===== src/rtl/sync_fifo_flags.sv =====
`default_nettype none
// ============================================================================
// Module   : sync_fifo_flags
// Brief    : Single-clock show-ahead FIFO with a registered level, almost-full
//            and almost-empty thresholds, and sticky overflow/underflow flags.
// Revision : 1.0  initial release
// ============================================================================
module sync_fifo_flags #(
    parameter int DATA_WIDTH    = 8,
    parameter int LG_DEPTH      = 4,
    parameter int AFULL_THRESH  = (1 << LG_DEPTH) - 2,
    parameter int AEMPTY_THRESH = 1
) (
    input  logic                  clk,
    input  logic                  rst,
    input  logic                  flush,
    input  logic                  wr_en,
    input  logic [DATA_WIDTH-1:0] wr_data,
    input  logic                  rd_en,
    input  logic                  err_clr,
    output logic [DATA_WIDTH-1:0] rd_data,
    output logic                  full,
    output logic                  empty,
    output logic                  almost_full,
    output logic                  almost_empty,
    output logic [LG_DEPTH:0]     level,
    output logic [LG_DEPTH:0]     space_free,
    output logic                  overflow,
    output logic                  underflow
);

    localparam int                DEPTH    = 1 << LG_DEPTH;
    localparam logic [LG_DEPTH:0] c_DEPTH  = (LG_DEPTH + 1)'(DEPTH);
    localparam logic [LG_DEPTH:0] c_ONE    = (LG_DEPTH + 1)'(1);
    localparam logic [LG_DEPTH:0] c_AFULL  = (LG_DEPTH + 1)'(AFULL_THRESH);
    localparam logic [LG_DEPTH:0] c_AEMPTY = (LG_DEPTH + 1)'(AEMPTY_THRESH);

    logic [DATA_WIDTH-1:0] r_mem [DEPTH];
    logic [LG_DEPTH:0]     r_wrptr;
    logic [LG_DEPTH:0]     r_rdptr;
    logic [LG_DEPTH:0]     r_level;
    logic                  r_overflow;
    logic                  r_underflow;

    logic w_full;
    logic w_empty;
    logic w_rd_ok;
    logic w_wr_ok;
    logic w_wr_drop;
    logic w_rd_drop;
    logic w_mem_we;

    // Pointers carry a wrap bit: equal pointers mean empty, equal low bits
    // with differing wrap bits mean full.
    assign w_empty   = (r_wrptr == r_rdptr);
    assign w_full    = (r_wrptr[LG_DEPTH] != r_rdptr[LG_DEPTH]) &&
                       (r_wrptr[LG_DEPTH-1:0] == r_rdptr[LG_DEPTH-1:0]);
    assign w_rd_ok   = rd_en && !w_empty;
    assign w_wr_ok   = wr_en && (!w_full || w_rd_ok);
    assign w_wr_drop = wr_en && !w_wr_ok;
    assign w_rd_drop = rd_en && !w_rd_ok;
    assign w_mem_we  = rst && !flush && w_wr_ok;

    always_ff @(posedge clk) begin
        if (!rst || flush) begin
            r_wrptr <= '0;
            r_rdptr <= '0;
            r_level <= '0;
        end else begin
            if (w_wr_ok) begin
                r_wrptr <= r_wrptr + c_ONE;
            end
            if (w_rd_ok) begin
                r_rdptr <= r_rdptr + c_ONE;
            end
            case ({w_wr_ok, w_rd_ok})
                2'b10:   r_level <= r_level + c_ONE;
                2'b01:   r_level <= r_level - c_ONE;
                default: r_level <= r_level;
            endcase
        end
    end

    // Error flags survive a flush; a fresh drop outranks err_clr.
    always_ff @(posedge clk) begin
        if (!rst) begin
            r_overflow  <= 1'b0;
            r_underflow <= 1'b0;
        end else if (!flush) begin
            r_overflow  <= w_wr_drop || (r_overflow && !err_clr);
            r_underflow <= w_rd_drop || (r_underflow && !err_clr);
        end
    end

    always_ff @(posedge clk) begin
        if (w_mem_we) begin
            r_mem[r_wrptr[LG_DEPTH-1:0]] <= wr_data;
        end
    end

    assign rd_data      = r_mem[r_rdptr[LG_DEPTH-1:0]];
    assign full         = w_full;
    assign empty        = w_empty;
    assign level        = r_level;
    assign space_free   = c_DEPTH - r_level;
    assign almost_full  = (r_level >= c_AFULL);
    assign almost_empty = (r_level <= c_AEMPTY);
    assign overflow     = r_overflow;
    assign underflow    = r_underflow;

endmodule
`default_nettype wire


===== config.mk =====
export PLATFORM = sky130hd
export DESIGN_NAME = sync_fifo_flags
export DESIGN_NICKNAME = d
export VERILOG_FILES = /design/src/rtl/sync_fifo_flags.sv
export SDC_FILE = /design/constraint.sdc
export NUM_CORES = 1
export LEC_CHECK = 0
export ABC_AREA = 1
export BUFFER_PORTS_ARGS = -buffer_cell sky130_fd_sc_hd__clkbuf_2
export CORE_ASPECT_RATIO = 2
export CORE_MARGIN = 1
export CORE_UTILIZATION = 50
export CTS_BUF_LIST = sky130_fd_sc_hd__clkbuf_4
export DETAILED_ROUTE_END_ITERATION = 10
export PLACE_DENSITY_LB_ADDON = 0.08
export SETUP_SLACK_MARGIN = 0.05
export SLEW_MARGIN = 5
export SYNTH_ARGS = -nofsm -noshare
export SYNTH_HDL_FRONTEND = slang
export SYNTH_SLANG_ARGS = --single-unit

===== constraint.sdc =====
create_clock -name clk -period 2.35 [get_ports clk]
set_input_delay 0.3525 -clock clk [delete_from_list [all_inputs] [get_ports clk]]
set_output_delay 0.3525 -clock clk [all_outputs]
set_load 0.05 [all_outputs]

==> results list, run 1 <==
* Outcome: finished with violations
- Violations in the final reports: setup timing
- For this run, the top clock speed supported by timing is 398 MHz.
* Number of enable-type register cells in the synthesized netlist: approximately 130
- Class of the worst hold path: in -> reg
* CP arrival: approximately 2.2 ns
- In the final layout, the share of cells above drive strength 1 is 24.2%.
* Worst endpoint required time: 2.00 ns
- After layout, the minimum clock period comes to 2.51 ns.
- Detailed routing inserted a total of 4151 vias.
- RD Place Congestion: 0.885
* Wire length of the first global-routing pass: ~23000 um
- Detailed Place HPWL: 10400 um
- In this design, the largest share of critical-path delay is due to flip-flops.
- The largest individual stage delay along the critical path comes from the cell sky130_fd_sc_hd__dfxtp_4.
- Sequential area share after synthesis: approximately two thirds
* Number of filler instances in the final layout: 1050
- Worst IR drop on VDD: between 0.3 and 0.4 mV
- Final hold analysis gives a worst-case slack of 0.0810 ns.
- Areal power density over the cells: 659 nW/um^2
- In this run the vertical extent of the chip is 164 um.
* Most instantiated flip-flop cell in the synthesis netlist: sky130_fd_sc_hd__edfxtp_1
- RSZ-0062 raised after global routing: yes
* Pins Over Slew Limit: 0
* Part of the power in the clock network: a little under a third
- Count of maximum capacitance violations: 0
* Critical path destination: rd_data[3]
- Net count of the mapped netlist: between 500 and 600
- Synth area leaders: sky130_fd_sc_hd__edfxtp_1 (59%), sky130_fd_sc_hd__dfxtp_1 (6.4%), sky130_fd_sc_hd__mux2i_1 (4.9%), sky130_fd_sc_hd__o211ai_1 (3.8%), sky130_fd_sc_hd__a21oi_1 (3.2%)
- In this run the remaining antenna-violating nets after routing total 0.
- Clock tree synthesis inserted a total of 17 buffers.
- # IOs: 38
- After clock tree synthesis, the flow added hold-fix buffers numbering 0.
* Number of global-route vias before repair: 4219
- The count of buffers added on input and output ports is 37.
* Number of distinct library cells after synthesis: 36
- Yosys instantiated no cell more often than sky130_fd_sc_hd__edfxtp_1.
- Slew of the pin with the lowest slew margin: 0.747 ns
- Registers take about 4300 um^2.
* Leftover overflow at the end of global routing: 0
- Fin nets: approximately 620
- Reported leakage power: 2.67 nW
- Ranked by instance count, the synthesized netlist is headed by sky130_fd_sc_hd__edfxtp_1 (128), sky130_fd_sc_hd__nand2_1 (50), sky130_fd_sc_hd__inv_1 (48), sky130_fd_sc_hd__a21oi_1 (42), sky130_fd_sc_hd__o21ai_0 (41).
* Placeable core area: 12700 um^2
- The synthesized design spends more area on one cell type than any other, namely sky130_fd_sc_hd__edfxtp_1.
- Sequential share of power: 58.7%
- Floorplan die width: 82.9 um
- In this run the register-to-register setup slack is 0.15 ns.
- In this run the mean area of a mapped cell was approximately 12 um^2.
* H-Tree Depth: 4
- Total power: 0.00494 W
- Worst rel slew slack: 50.0%
* Multi-input gate area in the final layout: 1980 um^2
* Crit path buf inv count: 2
- For this run, the total global-route usage over all layers was measured as between 20% and 30%.
- Top cell type's share of synthesized area: between 50% and 60%
- The signal on the critical path passes through buf_8, mux2i_1, o211ai_1, nand3_1, nand2_2, buf_12.
* Cell at the root of the clock tree: sky130_fd_sc_hd__clkbuf_4
* Number of storage elements in the synthesis netlist: 149
- STA classifies the critical path startpoint as a flop.
- Placement Setup Slack: 0.0119 ns
* Largest fanout on the critical path: 9
* CTS clk-pin slew, worst paths: 0.13 ns
- Row generation in the floorplan step produced 58 rows.
- Entering global routing, the biggest net connects 42 pins.
- Clock insertion delay at the later pin of the skew report: 0.54 ns
- Logic gate share of total power: 10.1%
- Minimum setup slack in the final design: -0.160 ns
- For this configuration, the core starts out at a cell density of between 50% and 60%.
- Detailed-route vias per instance: 5.45
- STA classifies the critical path endpoint as an output port.
- For this run, the detailed router's first-pass iteration total came to 4.
- Largest incremental delay on the critical path: 0.47 ns
* Depth of the worst register-to-register path: 11
- Of the available clock period, the critical path in the final layout requires 107%.
* DRT iter0 DRCs: 210
- Design internal power: 0.00359 W
- The cell count after synthesis came out at 542.
* Number of buffers on the longest clock path: 2
- TritonCTS built the clock tree.
* Per-cell routed wire length: 19.5 um
- Synth-to-Final Area Change: 14.6%
* Terminus of the critical flop-to-flop path: r_mem[13][2]
- The setup path with the least slack is of type reg -> out.
- Initial antenna violation count: 1
- Setup-violating endpoint count in the final report: 7
- # clock sinks: between 100 and 150
- Reported net switching power: between 0.001 and 0.0015 W
- Sw Ratio: 27.4%
* Worst path depth: 6
- Final hold viol count: 0
* Asr flop ratio synth: 0%
* Synthesis warning total: 0
- Skew final: between 0.02 and 0.025 ns
* Drc violations: 0
- Total Routed Length: 14900 um
* Launch instance of the worst register-to-register path: r_wrptr[3]
- The die covers 13600 um^2.
- After synthesis the cells add up to 6540 um^2.
[worst min-delay path by stage]
stage / from / endpoint / slack, ns / depth (start not counted)
2_1_floorplan: wr_data[0] / r_mem[0][0] / 0.45 / 0
3_3_place_gp: underflow / underflow / 0.47 / 2
3_5_place_dp: overflow / overflow / 0.48 / 2
4_1_cts: rst / overflow / 0.03 / 3
5_1_grt: rst / overflow / 0.06 / 3
6_report: rst / overflow / 0.08 / 3
[area by class of cell]
type / instances / share of cell area (%)
clock inverter: 15 / 1.95
antenna: 1 / 0.0334
clock buffer: 17 / 1.70
inverter: 59 / 3.00
multi-input combinational: 306 / 26.5
sequential: 149 / 57.1
timing repair buffer: 65 / 7.29
tap: 150 / 2.50
[tightest hold or removal path, delay by kind of cell]
family                 cells  cell delay, ns
AO/OA/AOI/OAI              1            0.06
AND/OR/NAND/NOR            1            0.08
buffers and inverters      1            0.10
[cells by family after synthesis]
logic type	after synthesis	synth area share (%)
multiplexers	32	4.90
flip-flops	149	65.2
AND/OR/NAND/NOR	126	9.73
adder cells (fa/ha/maj)	10	1.91
buffers and inverters	87	5.53
XOR/XNOR	11	1.47
AO/OA/AOI/OAI	127	11.3
[stage by stage]
stage / util (%) / setup TNS [ns] / cell area (um^2) / std cells
2_1_floorplan: - / 0 / 6570 / 542
3_3_place_gp: 55.9 / 0 / 7100 / 727
3_5_place_dp: 55.9 / 0 / 7100 / 727
4_1_cts: 58.7 / -1.01 / 7450 / 761
5_1_grt: 59.0 / -1.60 / 7500 / 762
6_report: 59.0 / -0.649 / 7500 / 762
[flip-flops by register name, indices dropped and copies added (netlist names), named ones only]
name / cells
r_rdptr: 5
underflow: 1
level: 5
overflow: 1
r_mem: 128
r_wrptr: 5
[power groups by stage]
| stage | Sequential, W | Clock [W] | Combinational (W) |
|---|---|---|---|
| floorplan | 0.00297 | 0 | 0.000306 |
| global placement | 0.00296 | 0 | 0.000479 |
| detailed placement | 0.00296 | 0 | 0.000484 |
| CTS | 0.00290 | 0.00157 | 0.000501 |
| global route | 0.00290 | 0.00168 | 0.000539 |
| finish | 0.00290 | 0.00154 | 0.000501 |
[placed cells by master, fill, tap and decap left out, types with 7 or more instances in the layout]
cell type                  netlist  layout
sky130_fd_sc_hd__a21oi_1        42      42
sky130_fd_sc_hd__buf_12          0       7
sky130_fd_sc_hd__buf_4           3      24
sky130_fd_sc_hd__clkbuf_2        0      26
sky130_fd_sc_hd__clkbuf_4        0      17
sky130_fd_sc_hd__dfxtp_1        21      15
sky130_fd_sc_hd__edfxtp_1      128     128
sky130_fd_sc_hd__ha_1           10       9
sky130_fd_sc_hd__inv_1          48      47
sky130_fd_sc_hd__inv_2          10      10
sky130_fd_sc_hd__mux2i_1        32      32
sky130_fd_sc_hd__nand2_1        50      48
sky130_fd_sc_hd__nand3_1        21      21
sky130_fd_sc_hd__nor2_1         28      22
sky130_fd_sc_hd__nor2_2          2       7
sky130_fd_sc_hd__o211ai_1       33      33
sky130_fd_sc_hd__o21ai_0        41      37
sky130_fd_sc_hd__o21ai_1         5       9
[timing repair]
item | in CTS | in global routing
buffers inserted | 2 | 0
setup endpoints to repair | 24 | 53
gates resized for setup | 19 | 21
hold endpoints to repair | 0 | 0
[routing by layer]
layer / global-route usage, % / wire (um) / vias up
met2: 44.7 / 8420 / 105
li1: - / - / 2043
met4: 9.64 / 359 / 0
met3: 4.27 / 420 / 24
met5: 0 / 0 / -
met1: 24.4 / 5700 / 1979
No activity file was read; power rests on OpenSTA's default activity.
==> run 2: changes to the inputs <==
==> constraint.sdc (replaced) <==
create_clock -name clk -period 2.4 [get_ports clk]
set_input_delay 0.12 -clock clk [delete_from_list [all_inputs] [get_ports clk]]
set_output_delay 0.12 -clock clk [all_outputs]
set_load 0.05 [all_outputs]
==> run 2 against run 1 <==
The run now ends clean. Sequential share of layout area decreased by 0.28 points. Clock power increased by 8%. Setup slack improved by 0.28 ns. Register-to-register slack about the same. Highest routed layer unchanged.
==> results list, run 2 (synthesized netlist as in run 1, its figures left out) <==
- Areal power density over the cells: 664 nW/um^2 (+0.72%)
* Number of cells in the finished layout apart from fillers: 757 (-0.66%)
* Pins Over Slew Limit: 0 (unchanged)
- Initial Util: 51.5% (unchanged)
* Max reg flops: 128 (unchanged)
- Total power: 0.00500 W (+1.1%)
- Setup repair after global routing could not meet its margin everywhere.
- The hold path depth was 5 (+2).
- The routed wirelength normalized by instance count came to 21.2 um (+8.7%).
* CTS clk-pin slew, worst paths: 0.12 ns (about the same)
- Sequential share of power: 56.8% (-1.9 points)
* Cell Rows: 58 (unchanged)
- Layout cell share with drive strength beyond 1: 22.6% (-1.6 points)
- The root buffer cell chosen for the clock tree is sky130_fd_sc_hd__clkbuf_4.
* Largest net degree at the start of global routing: 33 (-21%)
- Launch instance of the worst register-to-register path: r_wrptr[2]
- # clock sinks: 149 (unchanged)
- The clock latency of the later-clocked register in the worst-skew pair came to 0.53 ns (about the same).
* Depth of the worst register-to-register path: 10 (-1)
- The half-perimeter wire length of the detailed placement result is 10900 um (+5.0%).
- Logic gate share of total power: 10.1% (about the same)
- The library cell used most frequently in the layout, excluding fill and tap cells, is sky130_fd_sc_hd__edfxtp_1.
- Count of maximum capacitance violations: 0 (unchanged)
- The number of detailed-route iterations in the first pass is 5 (+1).
- The internal portion of total power came to 0.00372 W (+3.6%).
* IO Port Bufs: 37 (unchanged)
- The startpoint identified for the worst hold timing path is rd_en.
- Cell total after placement: 712 (-2.1%)
* Fin nets: 617 (-0.80%)
* Skew final: 0.0151 ns (-0.00937 ns)
- Critical Path End Type: output port
- The remaining global-route overflow came to 0 (unchanged).
* Critical Path Start Type: flop
- Synth-to-Final Area Change: 15.0%
- The maximum fanout encountered on the critical timing path was 11 (+2).
- The die area was 13600 um^2 (unchanged).
- Critical setup path kind: reg -> out
- The power spent charging and discharging nets was 0.00128 W (-5.5%).
- The reported leakage power is 2.66 nW (-0.29%).
- RD Place Congestion: 0.876 (-0.95%)
* Wire length of the first global-routing pass: 24500 um (+5.7%)
* Total Routed Length: 16100 um (+8.0%)
* Die extent in y: 164 um (unchanged)
- Outcome: completed
* Reg2Reg Setup Slack: 0.16 ns (about the same)
* Most frequent cells in the layout: sky130_fd_sc_hd__edfxtp_1 (128), sky130_fd_sc_hd__nand2_1 (49), sky130_fd_sc_hd__inv_1 (47), sky130_fd_sc_hd__a21oi_1 (41)
- The number of placed I/O pins is 38 (unchanged).
- Detailed-route vias per instance: 5.60 (+2.7%)
* Overall fraction of global-route tracks in use: 24.8% (+1.5 points)
- The total negative slack is 0 ns (+0.649 ns).
- The largest voltage drop on the vdd net was 0.384 mV (+2.3%).
- The part of the total power dissipated in the clock network was 33.1% (+1.9 points).
* Final ANT Viol Nets: 0 (unchanged)
* Setup-violating endpoint count in the final report: 0 (-7)
* Utilization of the core after routing: 59.3% (+0.23 points)
* Number of global-route vias before repair: 4390 (+4.1%)
- Worst rel slew slack: 56.9% (+6.9 points)
- CP arrival: 2.16 ns (about the same)
- Slew of the pin with the lowest slew margin: 0.644 ns (-0.103 ns)
- CTS buffer count: 17 (unchanged)
* Initial antenna violation count: 1 (unchanged)
- Endpoint with the worst hold slack: level[1]
- The die width was 82.9 um (unchanged).
- The total number of vias was 4237 (+2.1%).
- Placeable core area: 12700 um^2 (unchanged)
* Drc violations: 0 (unchanged)
- Final critical-path required period: 2.28 ns
* Part of the cycle the worst path needs: 94.8%
* Class of the worst hold path: in -> reg
* Terminus of the critical flop-to-flop path: r_mem[6][2]
* Final hold viol count: 0 (unchanged)
- The maximum number of buffers from clock root to sink is 2 (unchanged).
* DRT iter0 DRCs: 279 (+33%)
- TritonCTS built the clock tree.
- Maximum clock frequency: between 400 and 500 MHz
- The critical path required time was 2.28 ns (+0.28 ns).
- The switching share of power came to 25.6% (-1.8 points).
* H-Tree Depth: 4 (unchanged)
## run 2: changes by cell type in the layout (fill, tap and decap cells not counted), moves of 3 or more
cell / delta
sky130_fd_sc_hd__buf_4: -14
sky130_fd_sc_hd__clkbuf_2: +4
sky130_fd_sc_hd__dfxtp_1: +4
sky130_fd_sc_hd__dfxtp_2: -4
sky130_fd_sc_hd__dlygate4sd3_1: +6
sky130_fd_sc_hd__mux2i_1: -3
sky130_fd_sc_hd__nor2_1: -5
sky130_fd_sc_hd__nor2_2: +6
sky130_fd_sc_hd__o21ai_0: -4
sky130_fd_sc_hd__o21ai_1: +4
## run 2: worst max-delay path by stage
stage	from	end	slack, ns
3_5_place_dp	r_wrptr[2]	r_mem[8][5]	0.1
3_3_place_gp	r_wrptr[2]	r_mem[1][1]	0.19
4_1_cts	flop	rd_data[1]	0.04
2_1_floorplan	r_rdptr[4]	r_mem[7][0]	0.1
5_1_grt	r_wrptr[2]	r_mem[6][7]	0.0003
6_report	flop	rd_data[5]	0.12
## run 2: cell type report
| type | instances | area [um^2] |
|---|---|---|
| antenna | 1 | 2.50 |
| clock buffer | 18 | 135 |
| clock inverter | 14 | 175 |
| fill | 1056 | 5170 |
| inverter | 59 | 229 |
| multi-input combinational | 306 | 1980 |
| sequential | 149 | 4270 |
| tap | 150 | 188 |
| timing repair buffer | 59 | 532 |
| timing repair inverter | 1 | 7.51 |
## run 2: per-stage QoR
| stage | hold WS [ns] | area [um^2] | setup slack, ns |
|---|---|---|---|
| 4_1_cts | 0.00963 | 7440 | 0.0414 |
| 3_5_place_dp | 0.405 | 6960 | 0.0981 |
| 6_report | 0.0621 | 7520 | 0.124 |
| 2_1_floorplan | 0.219 | 6560 | 0.0957 |
| 3_3_place_gp | 0.387 | 6960 | 0.191 |
| 5_1_grt | 0.0580 | 7520 | 0.000336 |
## run 2: metal layers
metal / GRT usage, % / share of wire (%) / vias up
met5: 0 / 0 / -
met4: 13.9 / 4.9 / 0
met3: 4.42 / 3.4 / 37
met2: 47.7 / 57 / 133
met1: 24.6 / 35 / 2027
li1: - / - / 2040
## run 2: power groups by stage
| stage | sequential [W] | combinational, W | clock (W) |
|---|---|---|---|
| floorplan | 0.00291 | 0.000295 | 0 |
| global placement | 0.00290 | 0.000461 | 0 |
| detailed placement | 0.00290 | 0.000466 | 0 |
| CTS | 0.00284 | 0.000498 | 0.00169 |
| global route | 0.00284 | 0.000537 | 0.00179 |
| finish | 0.00284 | 0.000502 | 0.00166 |
## run 2: worst max-delay path, stage by stage (launching register included)
cell	delay, ns
sky130_fd_sc_hd__dfxtp_4	0.47
sky130_fd_sc_hd__buf_8	0.15
sky130_fd_sc_hd__buf_16	0.14
sky130_fd_sc_hd__mux2i_1	0.08
sky130_fd_sc_hd__o211ai_1	0.31
sky130_fd_sc_hd__nand3_1	0.20
sky130_fd_sc_hd__nand2_2	0.13
sky130_fd_sc_hd__buf_12	0.14
## run 2: what timing repair did
item / 4_1_cts / 5_1_grt
setup endpoints to repair: 8 / 95
resized for setup: 6 / 33
pin swaps: 0 / 4
hold buffers: 6 / 0
hold endpoints to repair: 4 / 0
cloned: 1 / 1
buffers inserted: 5 / 0
==> run 3: changes to the inputs <==
Settings changed: MAX_ROUTING_LAYER set to met4.
==> run 3 against run 2 <==
Maximum frequency rose by 0.86%. Sequential share of layout area is essentially flat. Global-route usage grew 0.77 points. Largest cell class unchanged. Highest routed layer unchanged.
==> results list, run 3 (synthesized netlist as in run 1, its figures left out) <==
- The run finished with clean final reports.
- The remaining global-route overflow came to 0 (unchanged).
* Reg2Reg Setup Slack: 0.14 ns (-0.02 ns)
- The H-tree level count was 4 (unchanged).
* # IOs: 38 (unchanged)
- IO Port Bufs: 37 (unchanged)
- Die extent in y: 164 um (unchanged)
* DRT iter0 DRCs: 285 (+2.2%)
* Routed vias: 4255 (+0.42%)
- Most frequent cells in the layout: sky130_fd_sc_hd__edfxtp_1 (128), sky130_fd_sc_hd__nand2_1 (49), sky130_fd_sc_hd__inv_1 (47), sky130_fd_sc_hd__a21oi_1 (41)
- Detailed Place HPWL: 10900 um (unchanged)
* Cell Rows: 58 (unchanged)
* Clock insertion delay at the later pin of the skew report: 0.52 ns (about the same)
- The die area is 13600 um^2 (unchanged).
* Number of global-route vias before repair: 4399 (+0.21%)
* RSZ-0062 raised after global routing: yes
* Floorplan die width: 82.9 um (unchanged)
- The number of detailed-route iterations in the first pass came to 4 (-1).
* Pins Over Slew Limit: 0 (unchanged)
- Placeable core area: 12700 um^2 (unchanged)
- Fin nets: 617 (unchanged)
* Startpoint of the worst hold path: rd_en
- Skew final: 0.0144 ns (-0.000713 ns)
* Largest fanout on the critical path: 10 (-1)
- The slowest stage of the critical path is the sky130_fd_sc_hd__dfxtp_1 cell.
* Detailed-route vias per instance: 5.62 (+0.42%)
* Total Routed Length: 16000 um (-0.40%)
- Critical Path End Type: flop
- Count of maximum capacitance violations: 0 (unchanged)
- Fin Setup TNS: 0 ns (unchanged)
* Cell breakdown of the critical path: nand2_1, nand2_2, nor2_4, nand2_1, nor2_2, nand2_4, nand2_8, nor2_8, nand2_4, nor2_1
- Worst hold path cell count: 5 (unchanged)
- The largest voltage drop on the vdd net came to 0.385 mV (+0.36%).
- The power density relative to cell area was 664 nW/um^2 (about the same).
- Most common library cell in the layout ignoring fill and taps: sky130_fd_sc_hd__edfxtp_1
- The worst slew margin relative to its limit was 56.0% (-0.87 points).
* Minimum setup slack in the final design: 0.143 ns (+0.0195 ns)
* Class of the worst hold path: in -> reg
- Final critical-path required period: 2.26 ns (-0.0195 ns)
- The biggest cell delay along the critical path was 0.53 ns (+0.06 ns).
* Slew of the pin with the lowest slew margin: 0.657 ns (+0.0130 ns)
* Maximum clock frequency: 443 MHz (+0.86%)
* Endpoint with the worst hold slack: level[1]
* Number of buffers on the longest clock path: 2 (unchanged)
- The number of flip-flops under the largest register name is 128 (unchanged).
- The clock sink count was 149 (unchanged).
- Worst endpoint required time: 2.57 ns (+0.29 ns)
- CTS tree: built
- The starting density of the core was 51.5% (unchanged).
- Synth-to-Final Area Change: 15.0% (about the same)
- Per-cell routed wire length: 21.2 um (-0.40%)
* Terminus of the critical flop-to-flop path: r_mem[10][5]
* RD Place Congestion: 0.891 (+1.6%)
- The clock input transition at the sequential cells of the worst setup and hold paths came to 0.12 ns (about the same).
- Drc violations: 0 (unchanged)
- The first-pass GRT wire length was 24500 um (+0.17%).
- Part of the cycle the worst path needs: 94.0% (-0.81 points)
- Setup-violating endpoint count in the final report: 0 (unchanged)
- The data arrival time at the worst-slack endpoint was 2.42 ns (+0.26 ns).
- The worst setup slack after placement was 0.0981 ns (unchanged).
* Launch instance of the worst register-to-register path: r_wrptr[2]
- Final hold viol count: 0 (unchanged)
* Reported leakage power: 2.66 nW (about the same)
- CP top delay family: simple AND/OR/NAND/NOR gates
- The post-route antenna net violation count was 0 (unchanged).
- Overall fraction of global-route tracks in use: 25.5% (+0.77 points)
- Initial antenna violation count: 1 (unchanged)
- Crit path buf inv count: 0 (-3)
- CTS buffer count: 17 (unchanged)
- STA classifies the critical path startpoint as a flop.
- Cell at the root of the clock tree: sky130_fd_sc_hd__clkbuf_4
- The pin count of the biggest net entering global routing came to 33 (unchanged).
- The setup path with the least slack is of type reg -> reg.
* Depth of the worst register-to-register path: 10 (unchanged)
- Layout cell share with drive strength beyond 1: 22.4% (-0.17 points)
==> run 3: worst register-to-register path, delay by kind of cell, from the launching register on <==
kind          cells  cell delay, ns
simple gates     10            1.36
flops             1            0.53
==> run 3: metal layers <==
metal	GRT usage, %	share of wire [%]	vias up
li1	-	-	2035
met1	24.5	34	2052
met2	47.8	58	129
met3	4.12	3.2	39
met4	14.3	4.6	0
met5	-	0	-
==> run 3: repair_timing <==
item                                   4_1_cts  5_1_grt
cloned                                       1        1
setup endpoints to repair                    8       95
gates resized for setup                      6       34
endpoints found under the hold margin        4        0
pin swaps                                    0        4
hold buffers                                 6        0
setup buffers                                5        0
==> run 3: final cells by class <==
type                            count  area [um^2]
Sequential cell                   149         4270
Clock inverter                     14          175
Tap cell                          150          188
Multi-Input combinational cell    306         1980
Fill cell                        1059         5180
Inverter                           59          229
Timing Repair Buffer               59          534
Antenna cell                        1         2.50
Clock buffer                       18          135
Timing Repair inverter              1         7.51
==> run 3: power breakdown <==
part | internal (W) | leakage, nW | switching, W
Sequential | 0.00282 | 1.32 | 0.0000201
Clock | 0.000746 | 0.161 | 0.000910
Combinational | 0.000154 | 1.18 | 0.000347
==> run 3: worst max-delay path by stage <==
stage	end	depth (start not counted)	start	slack (ns)
floorplan	r_mem[7][0]	7	r_rdptr[4]	0.1
global placement	r_mem[1][1]	10	r_wrptr[2]	0.19
detailed placement	r_mem[8][5]	10	r_wrptr[2]	0.1
CTS	rd_data[1]	7	flop	0.04
global route	r_mem[6][7]	10	r_wrptr[2]	0.0003
finish	r_mem[10][5]	10	r_wrptr[2]	0.14
==> run 3: through the flow <==
stage	util (%)	instances	hold slack (ns)	total power (W)	area, um^2
floorplan	-	542	0.219	0.00320	6560
global placement	54.8	712	0.387	0.00336	6960
detailed placement	54.8	712	0.405	0.00337	6960
CTS	58.6	756	0.00963	0.00503	7440
global route	59.2	757	0.0580	0.00517	7520
finish	59.2	757	0.0610	0.00500	7520
